`config.mk`:
```
export PLATFORM = sky130hd
export DESIGN_NAME = otter_br_resolve_unit
export DESIGN_NICKNAME = d
export VERILOG_FILES = /design/src/rtl/otter_br_resolve_unit_pkg.sv /design/src/rtl/otter_br_cmp.sv /design/src/rtl/otter_br_resolve_unit.sv
export SDC_FILE = /design/constraint.sdc
export NUM_CORES = 1
export LEC_CHECK = 0
export ABC_AREA = 1
export ABC_CLOCK_PERIOD_IN_PS = 3900
export CAP_MARGIN = 20
export CORE_ASPECT_RATIO = 1.1
export CORE_MARGIN = 1.5
export CORE_UTILIZATION = 50
export CTS_BUF_LIST = sky130_fd_sc_hd__clkbuf_4 sky130_fd_sc_hd__clkbuf_8
export DETAILED_ROUTE_END_ITERATION = 16
export PLACE_DENSITY = 0.81
export SYNTH_ARGS = -nofsm -noshare
export SYNTH_HDL_FRONTEND = slang
export SYNTH_SLANG_ARGS = --single-unit
export TNS_END_PERCENT = 100
```
`constraint.sdc`:
```
create_clock -name i_clk -period 3.9 [get_ports i_clk]
set_input_delay 0.39 -clock i_clk [delete_from_list [all_inputs] [get_ports i_clk]]
set_output_delay 0.39 -clock i_clk [all_outputs]
set_load 0.01 [all_outputs]
```
`src/rtl/otter_br_resolve_unit_pkg.sv`:
```
// Shared branch-resolution definitions: RV32I branch funct3 encodings, instruction size,
// and the funct3-to-direction decode used by the resolve unit.
package otter_br_resolve_unit_pkg;

  localparam logic [2:0] FUNCT3_B_BEQ  = 3'b000;
  localparam logic [2:0] FUNCT3_B_BNE  = 3'b001;
  localparam logic [2:0] FUNCT3_B_BLT  = 3'b100;
  localparam logic [2:0] FUNCT3_B_BGE  = 3'b101;
  localparam logic [2:0] FUNCT3_B_BLTU = 3'b110;
  localparam logic [2:0] FUNCT3_B_BGEU = 3'b111;

  localparam int unsigned INSN_BYTES = 4;

  typedef struct packed {
    logic taken;
    logic illegal;
  } br_dir_t;

  // Encodings 010/011 are reserved: never taken, flagged illegal.
  function automatic br_dir_t br_decide(input logic [2:0] funct3, input logic eq,
                                        input logic slt, input logic ult);
    br_dir_t d;
    d.taken   = 1'b0;
    d.illegal = 1'b0;
    case (funct3)
      FUNCT3_B_BEQ:  d.taken = eq;
      FUNCT3_B_BNE:  d.taken = ~eq;
      FUNCT3_B_BLT:  d.taken = slt;
      FUNCT3_B_BGE:  d.taken = ~slt;
      FUNCT3_B_BLTU: d.taken = ult;
      FUNCT3_B_BGEU: d.taken = ~ult;
      default:       d.illegal = 1'b1;
    endcase
    return d;
  endfunction

endpackage

```
`src/rtl/otter_br_cmp.sv`:
```
// Combinational operand comparator: equality, signed and unsigned less-than, all derived
// from one XLEN+1 bit subtractor.
module otter_br_cmp #(
  parameter int unsigned XLEN = 32
) (
  input  logic [XLEN-1:0] a_i,
  input  logic [XLEN-1:0] b_i,
  output logic            eq_o,
  output logic            slt_o,
  output logic            ult_o
);

  logic [XLEN:0] diff;

  assign diff  = {1'b0, a_i} - {1'b0, b_i};
  assign eq_o  = (diff[XLEN-1:0] == '0);
  // The extra top bit is the borrow out, i.e. a < b unsigned.
  assign ult_o = diff[XLEN];
  // With differing signs the negative operand is smaller; otherwise no overflow is possible.
  assign slt_o = (a_i[XLEN-1] != b_i[XLEN-1]) ? a_i[XLEN-1] : diff[XLEN-1];

endmodule

```
`src/rtl/otter_br_resolve_unit.sv`:
```
// Execute-stage branch/JALR resolution: direction, target, redirect PC, mispredict and
// alignment flags behind a valid/ready output register, plus saturating retire counters.
module otter_br_resolve_unit
  import otter_br_resolve_unit_pkg::*;
#(
  parameter int unsigned XLEN  = 32,
  parameter int unsigned CNT_W = 32,
  parameter int unsigned ALIGN = 2
) (
  input  logic             i_clk,
  input  logic             i_rst_n,
  input  logic             i_flush,
  input  logic             i_valid,
  output logic             o_ready,
  input  logic             i_is_jalr,
  input  logic [2:0]       i_funct3,
  input  logic [XLEN-1:0]  i_rs1,
  input  logic [XLEN-1:0]  i_rs2,
  input  logic [XLEN-1:0]  i_pc,
  input  logic [XLEN-1:0]  i_imm,
  input  logic             i_pred_taken,
  output logic             o_valid,
  input  logic             i_ready,
  output logic             o_taken,
  output logic [XLEN-1:0]  o_target,
  output logic [XLEN-1:0]  o_redirect_pc,
  output logic             o_mispredict,
  output logic             o_misaligned,
  output logic             o_illegal,
  output logic [CNT_W-1:0] o_br_cnt,
  output logic [CNT_W-1:0] o_mp_cnt
);

  logic eq, slt, ult;

  otter_br_cmp #(
    .XLEN(XLEN)
  ) u_cmp (
    .a_i  (i_rs1),
    .b_i  (i_rs2),
    .eq_o (eq),
    .slt_o(slt),
    .ult_o(ult)
  );

  br_dir_t         dir;
  logic            taken_c, illegal_c, mispredict_c, misaligned_c;
  logic [XLEN-1:0] jalr_sum, target_c, redirect_c;

  always_comb begin
    dir      = br_decide(i_funct3, eq, slt, ult);
    jalr_sum = i_rs1 + i_imm;
    if (i_is_jalr) begin
      taken_c   = 1'b1;
      illegal_c = 1'b0;
      target_c  = {jalr_sum[XLEN-1:1], 1'b0};
    end else begin
      taken_c   = dir.taken;
      illegal_c = dir.illegal;
      target_c  = i_pc + i_imm;
    end
    redirect_c   = taken_c ? target_c : (i_pc + XLEN'(INSN_BYTES));
    mispredict_c = taken_c ^ i_pred_taken;
    misaligned_c = taken_c & ((ALIGN == 4) ? (|target_c[1:0]) : target_c[0]);
  end

  logic             valid_q, valid_d;
  logic             accept, retire;
  logic             taken_q, mispredict_q, misaligned_q, illegal_q;
  logic [XLEN-1:0]  target_q, redirect_q;
  logic [CNT_W-1:0] br_cnt_q, br_cnt_d, mp_cnt_q, mp_cnt_d;

  assign o_ready = ~valid_q | i_ready;
  assign accept  = i_valid & o_ready & ~i_flush;
  assign retire  = valid_q & i_ready;

  // A retire in a flush cycle still counts; flush only kills what would be held or loaded.
  always_comb begin
    valid_d = valid_q;
    if (i_flush) begin
      valid_d = 1'b0;
    end else if (accept) begin
      valid_d = 1'b1;
    end else if (retire) begin
      valid_d = 1'b0;
    end

    br_cnt_d = br_cnt_q;
    mp_cnt_d = mp_cnt_q;
    if (retire && (br_cnt_q != '1)) begin
      br_cnt_d = br_cnt_q + CNT_W'(1);
    end
    if (retire && mispredict_q && (mp_cnt_q != '1)) begin
      mp_cnt_d = mp_cnt_q + CNT_W'(1);
    end
  end

  always_ff @(posedge i_clk or negedge i_rst_n) begin
    if (!i_rst_n) begin
      valid_q      <= 1'b0;
      taken_q      <= 1'b0;
      mispredict_q <= 1'b0;
      misaligned_q <= 1'b0;
      illegal_q    <= 1'b0;
      target_q     <= '0;
      redirect_q   <= '0;
      br_cnt_q     <= '0;
      mp_cnt_q     <= '0;
    end else begin
      valid_q  <= valid_d;
      br_cnt_q <= br_cnt_d;
      mp_cnt_q <= mp_cnt_d;
      if (accept) begin
        taken_q      <= taken_c;
        mispredict_q <= mispredict_c;
        misaligned_q <= misaligned_c;
        illegal_q    <= illegal_c;
        target_q     <= target_c;
        redirect_q   <= redirect_c;
      end
    end
  end

  assign o_valid       = valid_q;
  assign o_taken       = taken_q;
  assign o_target      = target_q;
  assign o_redirect_pc = redirect_q;
  assign o_mispredict  = mispredict_q;
  assign o_misaligned  = misaligned_q;
  assign o_illegal     = illegal_q;
  assign o_br_cnt      = br_cnt_q;
  assign o_mp_cnt      = mp_cnt_q;

endmodule
```
-- Word level (Yosys, flattened, before mapping)
Index checks and enable logic that the tools add are counted.
- flip-flop bits (word level): 133
- input port bits: 138
- output and inout port bits: 134
- word-level logic and storage cells: 51
- add/sub/neg operators: 6
- eq/ne operators: 8
- muxes and demuxes: 10
- bitwise operators: 11
- reduce and logical (&&, ||, !) cells: 7
- operators with widths (kind ; count):
    adder 32 x 1 -> 32 bit, second input constant ; 2
    adder 32 bit ; 2
    two-way mux 32 bit ; 2
    inequality test 32 bit, second input constant ; 2
    subtractor 32 x 32 -> 33 bit ; 1
    adder 32 x 3 -> 32 bit, second input constant ; 1
    zero test 32 bit ; 1
    == test 3 bit, second input constant ; 4
    two-way mux 1 bit ; 7
    one-hot mux 1 bit (6 select lines) ; 1
    OR reduction 6 bit ; 1
    inverter 1 bit ; 5
    AND 1 bit ; 4
    == test 3 x 1 -> 1 bit, second input constant ; 1
    logical AND 1 bit ; 3
    zero test 3 bit ; 1
    nonzero test 3 bit ; 1
    inequality test 1 bit ; 1
    bitwise OR 1 bit ; 1
    bitwise XOR 1 bit ; 1

-- Logic depth before layout (Yosys ltp)
Gate-level depths: netlist of run 1.
- depth in word-level cells: 6
- gate-level depth with buffers: 30
- mapped depth without buffers: 29

-- Modules after synthesis
Synthesis of run 1 repeated with hierarchy kept, for this count alone.
- cells, all modules: 2519
- area total of the unflattened synthesis: 14724.1 um^2
- by module, submodules not included (module ; times used ; cells an instance ; area each (um^2) ; sequential area each (um^2)):
    otter_br_resolve_unit ; 1 ; 1961 ; 12015.3 ; 3328.2
    otter_br_cmp ; 1 ; 558 ; 2708.8 ; 0.0

-- Worst setup path before layout of run 1
No wires, ideal clock.
- path type: input port to flip-flop
- from: in i_rs2[11]
- to: reg redirect_q[29], in the netlist o_redirect_pc[29]
- setup time: 0.125 ns
- arrival time: 3.289 ns
- path slack: 0.487 ns
- stages on the path: 30
- buffers on the path: 1
- path through: inv_1 ha_1 nand2_2 nor2_2 nand2_1 inv_1 nand2_1 nand2_1 nand2_1 nand2_1 nand2_1 nand2_1 a21oi_1 fa_1 inv_1 nor3_1 nand3_1 nor2_1 nand3_1 nor2_1 nand2_1 nor2_1 nand2_1 nor2_1 nand3_1 nand2_1 nand2_1 buf_2 nand3_1 nand3_1
- word-level cells in the longest chain between the ends: 6
- elaborated cells between the ends (all ways): 9
- classes of those cells: add/sub: 1; mux: 4; bitwise: 3; reduce/logical: 1
- ends and longest elaborated chain (element ; RTL line ; RTL):
    start: declaration ; otter_br_resolve_unit.sv:18 ; input logic [XLEN-1:0] i_rs2,
    subtractor 32 x 32 -> 33 bit * ; otter_br_cmp.sv:15 ; assign diff = {1'b0, a_i} - {1'b0, b_i};
    zero test 32 bit or two-way mux 1 bit (tied branches) ; otter_br_cmp.sv:16, otter_br_cmp.sv:20 ;
    inverter 1 bit (on tied branches) ; otter_br_resolve_unit_pkg.sv:27, otter_br_resolve_unit_pkg.sv:29 ;
    one-hot mux 1 bit (6 select lines) * ; otter_br_resolve_unit_pkg.sv:25 ; case (funct3)
    two-way mux 1 bit * ; otter_br_resolve_unit.sv:53 ; if (i_is_jalr) begin
    two-way mux 32 bit * ; otter_br_resolve_unit.sv:62 ; redirect_c = taken_c ? target_c : (i_pc + XLEN'(INSN_BYTES));
    end signal: assignment ; otter_br_resolve_unit.sv:119 ; redirect_q <= redirect_c;
    end: declaration ; otter_br_resolve_unit.sv:70 ; logic [XLEN-1:0] target_q, redirect_q;
Every way passes the cells marked *; elsewhere a longest branch is shown, timed or not.
A chain may end at the register's enable or synchronous reset.

-- Worst setup path in the final report of run 1
- from: in i_rs1[26]
- to: reg redirect_q[0], in the netlist o_redirect_pc[0]
- word-level cells in the longest chain between the ends: 6
- elaborated cells between the ends (all ways): 9
- classes of those cells: add/sub: 1; mux: 4; bitwise: 3; reduce/logical: 1
- ends and longest elaborated chain (element ; RTL line ; RTL):
    start: declaration ; otter_br_resolve_unit.sv:17 ; input logic [XLEN-1:0] i_rs1,
    subtractor 32 x 32 -> 33 bit * ; otter_br_cmp.sv:15 ;
    zero test 32 bit or two-way mux 1 bit (tied branches) ; otter_br_cmp.sv:16, otter_br_cmp.sv:20 ;
    inverter 1 bit (on tied branches) ; otter_br_resolve_unit_pkg.sv:27, otter_br_resolve_unit_pkg.sv:29 ;
    one-hot mux 1 bit (6 select lines) * ; otter_br_resolve_unit_pkg.sv:25 ;
    two-way mux 1 bit * ; otter_br_resolve_unit.sv:53 ;
    two-way mux 32 bit * ; otter_br_resolve_unit.sv:62 ;
Marked as above.

==> metrics.md, run 1 <==
| Metric | Value |
|---|---|
| FF/Latch Area | `3328 µm²` |
| CP Capture Type | `flop` |
| Area leader, netlist | `dfrtp_1` |
| Port bufs | `271` |
| Worst Setup Slack, final | `0.2699 ns` |
| Async S/R FF share, synth | `100.0%` |
| Post-synth EDFFs | `0` |
| Cell row count | `62` |
| Starting DRT DRC Count | `1333` |
| Post-synthesis cell count | `2137` |
| Register area share after synthesis | `24.72%` |
| Run status | `finished clean` |
| Largest net degree at the start of global routing | `77` |
| TritonRoute pass-1 iters | `6` |
| Starting Density | `51.20%` |
| Dpl ws | `-0.5102 ns` |
| Final setup vio count | `0` |
| PD cells | `302.8 nW/µm²` |
| Final WL | `50.86 mm` |
| Tightest Hold Check Type | `in2async` |
| Arrival @ worst endpoint | `4.01 ns` |
| HPWL after detailed placement | `40.94 mm` |
| Critical Path Most Common Cell | `nand2_1` |
| Share of layout cells above drive strength 1 | `11.70%` |
| Vias in the first global route | `15608` |
| Fill count | `2195` |
| Mapped Area | `13470 µm²` |
| Min Clock Period, post-route | `3.630 ns` |
| Synth Area per Inst | `6.301 µm²` |
| Final clock skew | `0.007140 ns` |
| Finished Core Util | `70.24%` |
| Syn Nets | `2375` |
| Worst hold slack | `0.09873 ns` |
| Core area | `26300 µm²` |
| Startpoint types | `input port` |
| CTS Buffer Depth | `2` |
| Worst path max stage delay | `0.52 ns` |
| Synth Register Bits | `133` |
| Root Driver | `clkbuf_8` |
| Syn-to-layout area delta | `37.18%` |
| Top-Level Pins | `272` |
| Power Total | `5.593 mW` |
| First-pass GRT wire length | `78.63 mm` |
| Ant diodes | `0` |
| Critical-path top delay cell | `fa_1` |
| DR WL/cell | `17.59 µm` |
| Yosys top cell area share | `24.72%` |
| CTS tree | `done` |
| DR vias | `15891` |
| Synth cell types | `46` |
| Layout net count | `2765` |
| Vias/cell | `5.497` |
| Antenna violations before repair | `0` |
| Chip Height | `175.1 µm` |
| CP Class | `in2reg` |
| Final Hold Fails | `0` |
| Peak VDD IR | `281.8 µV` |
| Slew @ Worst Pin | `0.9691 ns` |
| Antenna Violating Nets Remaining | `0` |
| Synth top area cells | `dfrtp_1 (25%), nand2_1 (18%), inv_1 (9.3%)` |
| Grt ovf | `0` |
| Slew HR | `35.40%` |
| Fin. max-slew vios | `0` |
| Die area | `27930 µm²` |
| Clk_lat worst skew | `0.45 ns` |
| Sink Count | `133` |
| Hold_buf cts | `0` |
| Max_cap viols | `0` |
| Multi-input gate area | `9165 µm²` |
| Post-route DRC | `0` |
| CP required | `4.28 ns` |
| H-tree depth | `4` |
| Achievable Freq | `275.5 MHz` |
| Top cells by count, synth | `nand2_1 (645), inv_1 (334), nor2_1 (196), nand3_1 (145), a21oi_1 (134)` |
| Syn. warnings | `0` |
| Clk pin slew, worst setup/hold paths | `0.07 ns` |
| LEAKAGE | `9.728 nW` |
| Most common cell in the netlist | `nand2_1` |
| CTS buffer count | `17` |
| Chip width | `159.5 µm` |
| RD Place Congestion | `0.9956` |
| Top_reg_cell synth | `dfrtp_1` |
| GRT Util Overall | `35.69%` |
| CP max FO | `7` |
| Fin crit share | `93.08%` |
## metal layers
| layer | track usage [%] | part of all wire [%] |
|---|---|---|
| met5 | 0 | 0 |
| met4 | 18.91 | 5.5 |
| met3 | 3.465 | 6.1 |
| met2 | 66.21 | 51 |
| met1 | 40.34 | 38 |
## critical path, delay by kind of cell
family,cells,cell delay [ns]
AO/OA/AOI/OAI,1,0.06
buffers and inverters,3,0.68
AND/OR/NAND/NOR,21,2.02
adder cells (fa/ha/maj),2,0.87
## metrics by stage
step	TNS (ns)	instances	instance area, µm²
final	0	2891	18470
after global routing	-0.1477	2891	18470
after CTS	0	2889	17940
after detailed placement	-9.518	2858	17490
after global placement	-5.047	2858	17490
after floorplan	0	2137	13470
## final cells by class
cell class              instances  area share, %
multi-input cells            1638          49.62
clock buffers                  22          1.571
repair buffers                399          20.73
flip-flops and latches        133          18.02
inverters                     338          6.869
well taps                     352          2.384
clock inverters                 9         0.8128
## power by group
group	total, mW	switching, mW	internal (mW)
Clock	1.29	0.533	0.755
Sequential	1.74	0.156	1.58
Combinational	2.57	1.41	1.15
Total	5.59	2.10	3.49
## worst paths after layout
check                             start               end  slack (ns)  cells past startpoint
max                           i_rs1[26]  o_redirect_pc[0]        0.27                     27
min                             i_rst_n      o_mp_cnt[28]         0.1                      1
max reg2reg                 o_br_cnt[0]      o_br_cnt[30]        0.98                     13
min reg2reg                o_target[20]      o_target[20]        0.48                      1
max in group asynchronous       i_rst_n      o_br_cnt[19]        2.94                      2
min in group i_clk         o_target[20]      o_target[20]        0.48                      1
## timing repair
item / 4_1_cts / 5_1_grt
gates cloned: 0 / 1
gates resized for setup: 2 / 120
buffers inserted: 0 / 1
setup endpoints to repair: 9 / 14
pin swaps: 0 / 30
## layout by cell type, fill, tap and decap left out, drive strengths merged, types with 6 or more instances in the layout
cell type,synthesis,layout
a21boi,6,6
a21o,17,17
a21oi,135,135
a31oi,15,15
and2,7,7
buf,11,128
clkbuf,17,23
clkdlybuf4s50,0,239
dfrtp,133,133
dlymetal6s2s,0,31
ha,96,96
inv,337,337
nand2,653,653
nand3,153,153
nand3b,7,7
nand4,50,50
nor2,209,209
nor3,43,43
o211ai,12,12
o21ai,106,106
o21bai,12,12
or2,7,7
xnor2,30,30
xor2,60,60
## cell families (layout without fill, tap and decap cells)
| kind of cell | after synthesis | count (layout) | synth area share [%] |
|---|---|---|---|
| AO/OA/AOI/OAI | 310 | 310 | 13.19 |
| XOR/XNOR | 90 | 90 | 5.854 |
| adder cells (fa/ha/maj) | 100 | 100 | 9.515 |
| buffers and inverters | 366 | 768 | 10.45 |
| flip-flops | 133 | 133 | 24.72 |
| multiplexers | 2 | 2 | 0.1487 |
| AND/OR/NAND/NOR | 1136 | 1136 | 36.12 |
## registers in the layout, summed over array words and instances, names as in the netlist
name	flops
o_br_cnt	32
o_mp_cnt	32
o_redirect_pc	32
o_target	32
o_illegal	1
o_misaligned	1
o_mispredict	1
o_taken	1
o_valid	1
(Power assumes the default switching activity.)
==> run 2, diff against run 1 <==
CTS_CLUSTER_SIZE = 20   (was not set)
MAX_ROUTING_LAYER = met4   (was not set)
==> run 2 against run 1 <==
Net effect: register-to-register slack gained 0.07 ns; global-route usage shrank 0.14 points; fmax barely moved; first-iteration DRC count grew 6.8%; sequential share of layout area grew 0.28 points; combinational power shrank 2%; clock-buffer cell count fell by 2; hold slack better by 0.25 ns; core utilization shrank 1.1 points; largest power group unchanged.
==> metrics.md, run 2 (same netlist as run 1, synthesis figures left out) <==
| Metric | Value |
|---|---|
| Syn-to-layout area delta | `35.09%` |
| Top-Level Pins | `272 (unchanged)` |
| Clk_lat worst skew | `0.46 ns (about the same)` |
| Multi-input gate area | `9054 µm² (-1.2%)` |
| Largest net degree at the start of global routing | `81 (+5.2%)` |
| Layout net count | `2754 (-0.40%)` |
| Chip width | `159.5 µm (unchanged)` |
| Fill count | `2222 (+1.2%)` |
| Slew HR | `52.92% (+18 points)` |
| Most common cell after layout, fill and taps aside | `nand2_1` |
| Crit path max-delay family | `simple AND/OR/NAND/NOR gates` |
| Final instance area | `18190 µm² (-1.5%)` |
| Placed inst area | `17390 µm² (-0.56%)` |
| Min Clock Period, post-route | `3.633 ns (+0.002765 ns)` |
| CP Capture Type | `flop` |
| Max_cap viols | `0 (unchanged)` |
| LEAKAGE | `9.456 nW (-2.8%)` |
| DR WL/cell | `17.16 µm (-2.5%)` |
| Critical Path Most Common Cell | `nand2_1` |
| TritonRoute pass-1 iters | `6 (unchanged)` |
| Die area | `27930 µm² (unchanged)` |
| Tightest Hold Check Type | `in2async` |
| GRT Util Overall | `35.55% (-0.14 points)` |
| Buf/Inv on CP | `4 (+1)` |
| Starting DRT DRC Count | `1424 (+6.8%)` |
| Critical R2R Launch | `o_br_cnt[0]` |
| Root Driver | `clkbuf_8` |
| Share of layout cells above drive strength 1 | `10.36% (-1.3 points)` |
| CP max FO | `13 (+6)` |
| Vias in the first global route | `15250 (-2.3%)` |
| CP Class | `in2reg` |
| Startpoint types | `input port` |
| Vias/cell | `5.460 (-0.68%)` |
| Arrival @ worst endpoint | `3.97 ns (-0.04 ns)` |
| Antenna violations before repair | `0 (unchanged)` |
| Starting Density | `51.20% (unchanged)` |
| FF/Latch Area | `3328 µm² (unchanged)` |
| Core area | `26300 µm² (unchanged)` |
| Power Total | `5.410 mW (-3.3%)` |
| Antenna Violating Nets Remaining | `0 (unchanged)` |
| HPWL after detailed placement | `40.86 mm (-0.19%)` |
| CTS tree | `done` |
| Final Hold Fails | `0 (unchanged)` |
| Final WL | `49.44 mm (-2.8%)` |
| Non-filler cells, final | `2881 (-0.35%)` |
| PD cells | `297.4 nW/µm² (-1.8%)` |
| Final clock skew | `0.007961 ns (+0.0008208 ns)` |
| Sink Count | `133 (unchanged)` |
| CTS buffer count | `17 (unchanged)` |
| Achievable Freq | `275.3 MHz (about the same)` |
| Most frequent cells in the layout | `nand2_1 (623), inv_1 (328), clkdlybuf4s50_1 (259)` |
| Worst r2r path cells | `13 (unchanged)` |
| Final setup vio count | `0 (unchanged)` |
| First-pass GRT wire length | `76.10 mm (-3.2%)` |
| CP required | `4.23 ns (-0.05 ns)` |
| CP Depth | `31 (+15%)` |
| Ant diodes | `0 (unchanged)` |
| Cell row count | `62 (unchanged)` |
| Grt ovf | `0 (unchanged)` |
| RD Place Congestion | `0.9706 (-2.5%)` |
| Setup TNS | `0 ns (unchanged)` |
| Post-route DRC | `0 (unchanged)` |
| Slew @ Worst Pin | `0.7000 ns (-0.2691 ns)` |
| DR vias | `15729 (-1.0%)` |
| Run status | `finished clean` |
| Chip Height | `175.1 µm (unchanged)` |
| Peak VDD IR | `259.0 µV (-8.1%)` |
| H-tree depth | `4 (unchanged)` |
| Critical-path top delay cell | `fa_1` |
| Worst setup path start | `i_rs2[6]` |
| Clk pin slew, worst setup/hold paths | `0.08 ns (about the same)` |
| Fin. max-slew vios | `0 (unchanged)` |
| Placed cells | `2845 (-0.45%)` |
| CTS Buffer Depth | `2 (unchanged)` |
| Port bufs | `271 (unchanged)` |
| Fin crit share | `93.15% (about the same)` |
| Worst path max stage delay | `0.53 ns (about the same)` |
[run 2: changes by cell type in the layout (fill, tap and decap cells not counted), sizes merged, moves of 2 or more]
| cell | delta |
|---|---|
| bufinv | -2 |
| buf | -11 |
| clkdlybuf4s50 | +20 |
| dlymetal6s2s | -20 |
| clkinv | +3 |
| clkbuf | -3 |
[run 2: repair_timing]
item                                    CTS  global route
gates resized for setup                   1            72
buffers inserted                          0             2
pin swaps                                 0            21
hold buffers                              0             1
endpoints found under the hold margin     0            18
endpoints found under the setup margin    6            13
[run 2: final cells by class]
| cell class | instances | area share, % |
|---|---|---|
| well taps | 352 | 2.421 |
| repair buffers | 388 | 20.35 |
| clock inverters | 12 | 0.7085 |
| inverters | 338 | 6.975 |
| clock buffers | 20 | 1.479 |
| multi-input cells | 1638 | 49.77 |
| flip-flops and latches | 133 | 18.30 |
[run 2: report_power, final]
group / internal (mW) / total, mW / switching (mW)
Sequential: 1.58 / 1.74 / 0.154
Clock: 0.607 / 1.16 / 0.550
Combinational: 1.13 / 2.52 / 1.38
[run 2: layer usage]
| metal | global-route usage [%] | vias to the layer above | part of all wire, % | routed length (µm) |
|---|---|---|---|---|
| li1 | - | 7655 | - | - |
| met5 | - | - | 0 | 0 |
| met3 | 3.323 | 151 | 6.1 | 3011 |
| met1 | 39.00 | 7263 | 38 | 18870 |
| met4 | 18.32 | 0 | 5.3 | 2621 |
| met2 | 64.01 | 660 | 50 | 24940 |
[run 2: metrics by stage]
step	worst slack [ns]	util [%]	hold slack, ns
after floorplan	0.4867	-	0.09441
after global placement	-0.3533	66.14	0.4576
after detailed placement	-0.4823	66.14	0.4652
after CTS	0.02256	67.66	0.1339
after global routing	-0.04777	69.17	0.3591
final	0.2672	69.17	0.3470
[run 2: worst paths after layout]
check	to	slack, ns
worst max-delay path	o_redirect_pc[26]	0.27
worst min-delay path	o_mp_cnt[30]	0.35
worst max register to register	o_br_cnt[30]	1.05
worst min register to register	o_target[17]	0.48
max in group asynchronous	o_br_cnt[9]	2.61
min in group i_clk	o_target[17]	0.48
==> variant (config.mk and constraints of run 1) <==
`XLEN` is set to 32 in 2 places; all go to 16.
--- a/src/rtl/otter_br_cmp.sv
+++ b/src/rtl/otter_br_cmp.sv
@@ -2,5 +2,5 @@
 // from one XLEN+1 bit subtractor.
 module otter_br_cmp #(
-  parameter int unsigned XLEN = 32
+  parameter int unsigned XLEN = 16
 ) (
   input  logic [XLEN-1:0] a_i,
--- a/src/rtl/otter_br_resolve_unit.sv
+++ b/src/rtl/otter_br_resolve_unit.sv
@@ -4,5 +4,5 @@
   import otter_br_resolve_unit_pkg::*;
 #(
-  parameter int unsigned XLEN  = 32,
+  parameter int unsigned XLEN  = 16,
   parameter int unsigned CNT_W = 32,
   parameter int unsigned ALIGN = 2
Ports: changed (6 resized); port bits go from 272 to 176. No check against the original RTL was run, so the function may have changed too.
==> variant against run 1 <==
Final cell count is 47% lower. Cell area shrank 44%. Wire length down 57%. Area after synthesis down 40%. Worst hold slack got worse by 92 ps. Setup slack better by 140 ps. Critical path depth decreased by 3. Sequential cell count down 32. Power shrank 39%. Utilization fell by 4.2 points. First-iteration DRC count fell by 57%. Synthesized cell count fell by 47%. Sequential share of layout area grew 6.3 points.
==> variant: results (changes against run 1) <==
synth_compound_area_frac: 0.0961  # -0.0359
via_per_inst: 5.29  # -3.8%
critical_path.max_fanout: 17  # +10
dp_hpwl_um: 18300  # -55%
finalWeightedCongestion: 0.974  # -2.1%
dr.pass1.iters: 7  # +1
synth-xor-area-share: 0.0805  # +0.0220
yosysSeqAreaShare: 0.314  # +0.0668
status: "complete, no violations"
peakVddDrop_v: 0.000210  # -25%
arrival_ps: 3760  # -250 ps
drive_above_1_share: 0.0763  # -0.0407
clock_latency_ps: 380  # -70 ps
cts.clk_slew.worst_paths_ps: 90  # +20 ps
dp_slack_ps: 11.7  # +522 ps
worst_pin_slew_ps: 741  # -228 ps
vias: 8127  # -49%
grt_use_met2: 0.472  # -0.190
h-tree-depth: 3  # -1
cpPeakStageDelay_ps: 490  # -30 ps
fin_nets: 1458  # -47%
synth.cells.most_frequent: "nand2_1, inv_1, dfrtp_1, nor2_1, nand3_1"
finalCritPeriodShare: 0.896  # -0.0352
use_met3: 0.0407  # +0.00603
grt_pass1_vias: 7704  # -51%
portBuffers: 175  # -35%
synthCells: 1138  # -47%
grt_pass1_wl_um: 35400  # -55%
leakage_nw: 5.17  # -47%
first_iter_violations: 567  # -57%
synth.area.top_cells: "dfrtp_1, nand2_1, ha_1"
synth_nets: 1264  # -47%
==> variant: area by class of cell <==
cell class                 instances  area, um^2
fill                            1387        5350
multi-input combinational        865        4840
sequential                       101        2530
timing repair buffer             200        1950
inverter                         155         582
tap                              200         250
clock buffer                      11         139
clock inverter                     5         106
==> variant: worst reg2reg max path, cell delays in order (launching register included) <==
cell and delay, ps:
dfrtp_1 440, ha_1 240, nand3_1 110, nor3_2 60, nand2_1 80, nor2_1 70
nand2_1 80, nand3_1 70, buf_4 190, nor2_1 180, nand2_1 110, nor2_1 150
nand2_1 110, nor2_1 250, nand3_1 130, xnor2_1 140
==> variant: stage by stage <==
step	area [um^2]	hold WS, ps	power, mW
2_1_floorplan	8050	94.4	2.01
5_1_grt	10400	39.6	3.64
4_1_cts	10400	17.4	3.43
3_3_place_gp	10100	423	2.60
3_5_place_dp	10100	429	2.63
6_report	10400	7.16	3.42
==> variant: layer usage <==
| metal | wire length [um] | part of all wire |
|---|---|---|
| met1 | 9120 | 0.41 |
| met2 | 10800 | 0.49 |
| met3 | 1410 | 0.064 |
| met4 | 686 | 0.031 |
| met5 | 0 | 0 |
==> variant: power breakdown <==
part	leakage (nW)	internal, mW	switching (mW)	total, mW
Clock	0.121	0.443	0.360	0.803
Sequential	1.27	1.19	0.139	1.33
Combinational	3.78	0.611	0.673	1.28
Total	5.17	2.25	1.17	3.42
==> variant: final timing paths <==
kind                            cells after the start                to
min in group i_clk                                  2       o_target[0]
worst min register to register                      2       o_target[0]
worst min-delay path                                1       o_br_cnt[7]
worst max-delay path                               24  o_redirect_pc[6]
max in group asynchronous                           2      o_target[10]
worst max register to register                     15      o_br_cnt[17]
